### config.mk
export PLATFORM = sky130hd
export DESIGN_NAME = cp0_timer
export DESIGN_NICKNAME = d
export VERILOG_FILES = /design/src/rtl/cp0_timer.sv
export SDC_FILE = /design/constraint.sdc
export NUM_CORES = 1
export LEC_CHECK = 0
export ABC_AREA = 1
export ABC_CLOCK_PERIOD_IN_PS = 1600
export BUFFER_PORTS_ARGS = -buffer_cell sky130_fd_sc_hd__buf_2
export CAP_MARGIN = 40
export CORE_ASPECT_RATIO = 1.5
export CORE_MARGIN = 4
export CORE_UTILIZATION = 39
export CTS_BUF_LIST = sky130_fd_sc_hd__clkbuf_2
export DETAILED_ROUTE_END_ITERATION = 12
export SLEW_MARGIN = 20
export SYNTH_ARGS = -nofsm -noshare
export SYNTH_HDL_FRONTEND = slang
export SYNTH_SLANG_ARGS = --single-unit
### constraint.sdc
create_clock -name clk -period 1.6 [get_ports clk]
set_input_delay 0.24 -clock clk [delete_from_list [all_inputs] [get_ports clk]]
set_output_delay 0.24 -clock clk [all_outputs]
set_load 0.1 [all_outputs]
### src/rtl/cp0_timer.sv
// cp0_timer: coprocessor-0 for the pipelined MIPS core, with a Count/Compare timer.
//
// Holds SR(12), Cause(13), EPC(14), PRId(15) and BadVAddr(8). When the timer is
// built in, it also holds Count(9) and Compare(11). The block sits beside the
// memory stage. It raises req combinationally, and it captures EPC, Cause and
// BadVAddr on the edge where req is taken.
//
// Optional feature: define CP0_TIMER_EN to build Count/Compare and the sticky
// timer interrupt TI (Cause[30]). Without it, addresses 9 and 11 read 0, writes
// to them are ignored, and TI is constant 0.
//
// Ports:
//   clk, reset       clock; synchronous active-high reset
//   cp0_addr         register number for mfc0/mtc0
//   cp0_din, cp0_we  mtc0 data and enable (dropped when req=1)
//   cp0_dout         combinational read of cp0_addr, 0 for unmapped registers
//   pc, bd           memory-stage PC and branch-delay-slot flag
//   hwint            external interrupt levels
//   exc_code         pending exception code, 0 = none
//   bad_vaddr        faulting address for exc_code 4/5
//   exl_clr          eret committing
//   epc              current EPC
//   req              take exception/interrupt this cycle
//   timer_int        TI flag
module cp0_timer #(
  parameter int          NUM_HWINT   = 6,
  parameter int          TIMER_WIDTH = 32,
  parameter logic [31:0] PRID        = 32'h0000_4A37
) (
  input  logic                 clk,
  input  logic                 reset,
  input  logic [4:0]           cp0_addr,
  input  logic [31:0]          cp0_din,
  input  logic                 cp0_we,
  output logic [31:0]          cp0_dout,
  input  logic [31:0]          pc,
  input  logic                 bd,
  input  logic [NUM_HWINT-1:0] hwint,
  input  logic [4:0]           exc_code,
  input  logic [31:0]          bad_vaddr,
  input  logic                 exl_clr,
  output logic [31:0]          epc,
  output logic                 req,
  output logic                 timer_int
);

  localparam logic [4:0] A_BADVADDR = 5'd8;
  localparam logic [4:0] A_COUNT    = 5'd9;
  localparam logic [4:0] A_COMPARE  = 5'd11;
  localparam logic [4:0] A_SR       = 5'd12;
  localparam logic [4:0] A_CAUSE    = 5'd13;
  localparam logic [4:0] A_EPC      = 5'd14;
  localparam logic [4:0] A_PRID     = 5'd15;

  logic [31:0]          sr;
  logic [31:0]          sr_nxt;
  logic [31:0]          epc_q;
  logic [31:0]          bad_q;
  logic [NUM_HWINT-1:0] cause_ip;
  logic                 cause_bd;
  logic [4:0]           cause_exc;
  logic [31:0]          cause_rd;
  logic                 ti;
  logic [31:0]          count_rd;
  logic [31:0]          compare_rd;

  logic [NUM_HWINT-1:0] ip;
  logic [NUM_HWINT-1:0] im;
  logic                 exl;
  logic                 ie;
  logic                 interrupt;
  logic                 exception;
  logic                 wr_ok;

  // TI shares the top interrupt line with the highest external input.
  always_comb begin
    ip              = hwint;
    ip[NUM_HWINT-1] = hwint[NUM_HWINT-1] | ti;
  end

  assign im        = sr[10 +: NUM_HWINT];
  assign exl       = sr[1];
  assign ie        = sr[0];
  assign interrupt = (|(ip & im)) & ie & ~exl;
  assign exception = (exc_code != 5'd0) & ~exl;
  assign req       = interrupt | exception;
  assign wr_ok     = cp0_we & ~req;
  assign epc       = epc_q;
  assign timer_int = ti;

  // Taking req sets EXL and also overrides any eret in the same cycle.
  always_comb begin
    sr_nxt = sr;
    if (req) begin
      sr_nxt[1] = 1'b1;
    end else begin
      if (cp0_we && cp0_addr == A_SR) sr_nxt = cp0_din;
      if (exl_clr) sr_nxt[1] = 1'b0;
    end
  end

  always_ff @(posedge clk) begin
    if (reset) begin
      sr        <= '0;
      epc_q     <= '0;
      bad_q     <= '0;
      cause_ip  <= '0;
      cause_bd  <= 1'b0;
      cause_exc <= '0;
    end else begin
      sr       <= sr_nxt;
      cause_ip <= ip;
      if (req) begin
        cause_bd  <= bd;
        cause_exc <= interrupt ? 5'd0 : exc_code;
        epc_q     <= bd ? (pc - 32'd4) : pc;
        if (!interrupt && (exc_code == 5'd4 || exc_code == 5'd5))
          bad_q <= bad_vaddr;
      end else if (cp0_we && cp0_addr == A_EPC) begin
        epc_q <= cp0_din;
      end
    end
  end

`ifdef CP0_TIMER_EN
  logic [TIMER_WIDTH-1:0] count;
  logic [TIMER_WIDTH-1:0] compare;

  // The compare happens against the current Count, so a Count write in the same
  // cycle cannot stop a match that is already present.
  always_ff @(posedge clk) begin
    if (reset) begin
      count   <= '0;
      compare <= '1;
      ti      <= 1'b0;
    end else begin
      if (wr_ok && cp0_addr == A_COUNT) count <= cp0_din[TIMER_WIDTH-1:0];
      else                              count <= count + TIMER_WIDTH'(1);
      if (wr_ok && cp0_addr == A_COMPARE) begin
        compare <= cp0_din[TIMER_WIDTH-1:0];
        ti      <= 1'b0;
      end else if (count == compare) begin
        ti <= 1'b1;
      end
    end
  end

  assign count_rd   = 32'(count);
  assign compare_rd = 32'(compare);
`else
  assign ti         = 1'b0;
  assign count_rd   = '0;
  assign compare_rd = '0;
`endif

  always_comb begin
    cause_rd                   = '0;
    cause_rd[31]               = cause_bd;
    cause_rd[30]               = ti;
    cause_rd[10 +: NUM_HWINT]  = cause_ip;
    cause_rd[6:2]              = cause_exc;
  end

  always_comb begin
    case (cp0_addr)
      A_BADVADDR: cp0_dout = bad_q;
      A_COUNT:    cp0_dout = count_rd;
      A_COMPARE:  cp0_dout = compare_rd;
      A_SR:       cp0_dout = sr;
      A_CAUSE:    cp0_dout = cause_rd;
      A_EPC:      cp0_dout = epc_q;
      A_PRID:     cp0_dout = PRID;
      default:    cp0_dout = '0;
    endcase
  end

endmodule

==> out/results.txt <==
Status: finished, violations left
Failing checks: setup timing
Synth Area in Adders: 0.2114%
Compound-Gate Fraction of Synth Area: 16.09%
CP arrival: 1.81 ns
Clock root buffer master: clkbuf_2
Die Area: 0.01725 mm^2
CP startpoint kind: flop
Final worst path period need: 2.045 ns
Global placement routability congestion: 0.8578
CP Data Required Time: 1.36 ns
Total number of vias: 7,898
Clock-pin slew on the worst setup and hold paths: 0.28 ns
Largest family of logic cells by synthesized area: simple AND/OR/NAND/NOR gates
TritonCTS clock tree: built
RSZ-0062 raised after global routing: yes
Largest net degree at the start of global routing: 72
Fmax: 489.0 MHz
I/O pin cnt: 183
Number of port buffers: 181
Worst hold slack: 0.02393 ns
Max VDD drop: 0.3472 mV
Worst rel slew slack: 62.40%
Mux cell area share after synthesis: 0%
First-pass GRT wire length: 37,830 um
Clock Sinks: 108
Register area share after synthesis: 36.53%
Seq cells post-synth: 108
CORE AREA: 0.01473 mm^2
CTS Buffer Depth: 2
Total chip power: 6.817 mW
Mapped cell area: 0.005918 mm^2
Setup Viol. Count Final: 138
Skew final: 0.04492 ns
Min-Delay Path Class: in2reg
Syn_area_per_cell: 6.482 um^2
Nets: 1,394
Fin. Hold Viols: 0
Post-detail-place hpwl: 16,510 um
Synth Area in XOR/XNOR: 2.072%
Vias in the first global route: 7,241
Antenna Nets Post-Route: 0
CTS Buf Count: 9
Top cell type's share of synthesized area: 36.53%
Total Wirelength: 29,260 um
Worst-Margin Slew: 0.5639 ns
Top post-synthesis cells by area: dfxtp_1 (37%), nand2_1 (17%), nor2_1 (7.0%)
Final period utilization: 127.8%
DR pass1 iterations: 6
Die X: 108.6 um
Crit path kind: reg2out
Worst Path Max Fanout: 2
Die Y: 158.9 um
Mapped Cells: 913
DRC: 0
Area leader, netlist: dfxtp_1
Total GRT Usage: 27.70%
Power Density: 594.0 mW/mm^2
Initial antenna violation count: 1
Clock latency on the worst-skew pair: 0.62 ns
Share of layout cells above drive strength 1: 48.79%
Synth-to-layout area growth: 93.91%
CTS H-tree depth: 3
Syn Nets: 1,031
Initial Utilization: 40.18%
Final slew viol count: 0
Critical Path Sink Type: output pin
Setup ws final: -0.4451 ns
Wire per inst: 19.79 um
Vias per std cell: 5.344
Site row count: 54
Yosys warning count: 0
# Max-Cap Violations: 0
Synth Area in Simple Gates: 34.69%
Leak pwr: 5.028 nW
Initial DRC count: 570
Grt ovf: 0
Yosys cell types: 40
final timing paths:
kind                         start                     to  slack (ns)  cells past startpoint
min                         pc[10]   epc[10]$_SDFFE_PP0P_        0.02                      5
min reg2reg  bad_q[0]$_SDFFE_PP0P_  bad_q[0]$_SDFFE_PP0P_        0.48                      2
max            sr[14]$_SDFFE_PP0P_                    req       -0.45                      8
max reg2reg    sr[14]$_SDFFE_PP0P_   epc[27]$_SDFFE_PP0P_       -0.38                     13
cells in the mapped netlist, drive strengths merged:
library cell / instances
a211oi: 1
a21oi: 74
a221oi: 1
a31oi: 3
and2: 2
buf: 23
clkbuf: 23
conb: 1
dfxtp: 108
ha: 1
inv: 92
nand2: 273
nand3: 44
nand3b: 1
nand4: 12
nor2: 136
nor3: 2
nor3b: 1
nor4: 1
o2111ai: 3
o211a: 1
o211ai: 9
o21ai: 87
xnor2: 3
xor2: 11
critical path, stage by stage (launching register included):
cell and delay (ns):
dfxtp_2 0.39, nand2_1 0.06, nand2_2 0.05, a21oi_2 0.14, nand2_2 0.10, nand3_4 0.11, nand2_8 0.06, buf_12 0.13
buf_12 0.15
power by group:
part | internal (mW) | switching, mW
Clock | 0.341 | 0.957
Sequential | 2.83 | 0.136
Combinational | 1.03 | 1.52
sequential cells by signal, indices dropped and copies added (netlist names):
| name | flops |
|---|---|
| cause_exc | 5 |
| cause_bd | 1 |
| sr | 32 |
| bad_q | 32 |
| cause_ip | 6 |
| epc | 32 |
kinds of logic after synthesis:
group                      after synthesis
and+or+nand+nor                        472
other                                    1
xor gates and xnor gates                14
AOI/OAI and AO/OA                      179
buffers and inverters                  138
DFF                                    108
adders and majority gates                1
metal layers:
| layer | part of all wire, % | global-route usage, % |
|---|---|---|
| met5 | 0 | 0 |
| met4 | 6.5 | 10.68 |
| met3 | 6.5 | 4.062 |
| met2 | 52 | 46.85 |
| met1 | 35 | 35.04 |
final cells by class:
type	instances	area, um^2
Clock inverter	7	57.56
Sequential cell	108	2297
Inverter	92	377.9
Multi-Input combinational cell	667	4247
Clock buffer	9	45.04
Fill cell	1014	3253
Antenna cell	1	2.502
Tap cell	196	245.2
Timing Repair Buffer	398	4204
cell usage in the layout, fill, tap and decap left out, types with 19 or more instances in the layout:
| cell type | synthesis | layout |
|---|---|---|
| o21ai_1 | 6 | 21 |
| dfxtp_1 | 108 | 44 |
| dlygate4sd3_1 | 0 | 97 |
| o21ai_2 | 0 | 25 |
| inv_1 | 88 | 72 |
| nor2_4 | 5 | 37 |
| buf_4 | 4 | 69 |
| nand2_2 | 5 | 44 |
| nand2_4 | 0 | 19 |
| a21oi_2 | 2 | 54 |
| nand3_1 | 41 | 24 |
| dfxtp_4 | 0 | 22 |
| buf_2 | 9 | 113 |
| buf_6 | 9 | 34 |
| dfxtp_2 | 0 | 42 |
| nor2_1 | 111 | 87 |
| nand2_1 | 267 | 208 |
| o21ai_0 | 81 | 38 |
| buf_12 | 0 | 59 |
per-stage QoR:
stage	setup TNS (ns)	area, um^2	setup slack [ns]	cells	utilization (%)
after floorplan	-11.26	6193	-0.8033	913	-
after global routing	-36.52	11480	-0.5374	1478	77.91
after CTS	-8.953	9863	-0.4470	1435	66.96
after global placement	-2.056	8120	-0.07750	1298	55.13
after detailed placement	-1.935	8120	-0.08730	1298	55.13
final	-26.63	11480	-0.4451	1478	77.91
what timing repair did:
action,in CTS,in global routing
endpoints found under the setup margin,65,162
resized for setup,165,317
pin swaps,50,77
hold buffers,97,0
gates cloned,3,22
buffers inserted,21,27
endpoints found under the hold margin,104,0
Power figures use the tool's default switching activity.
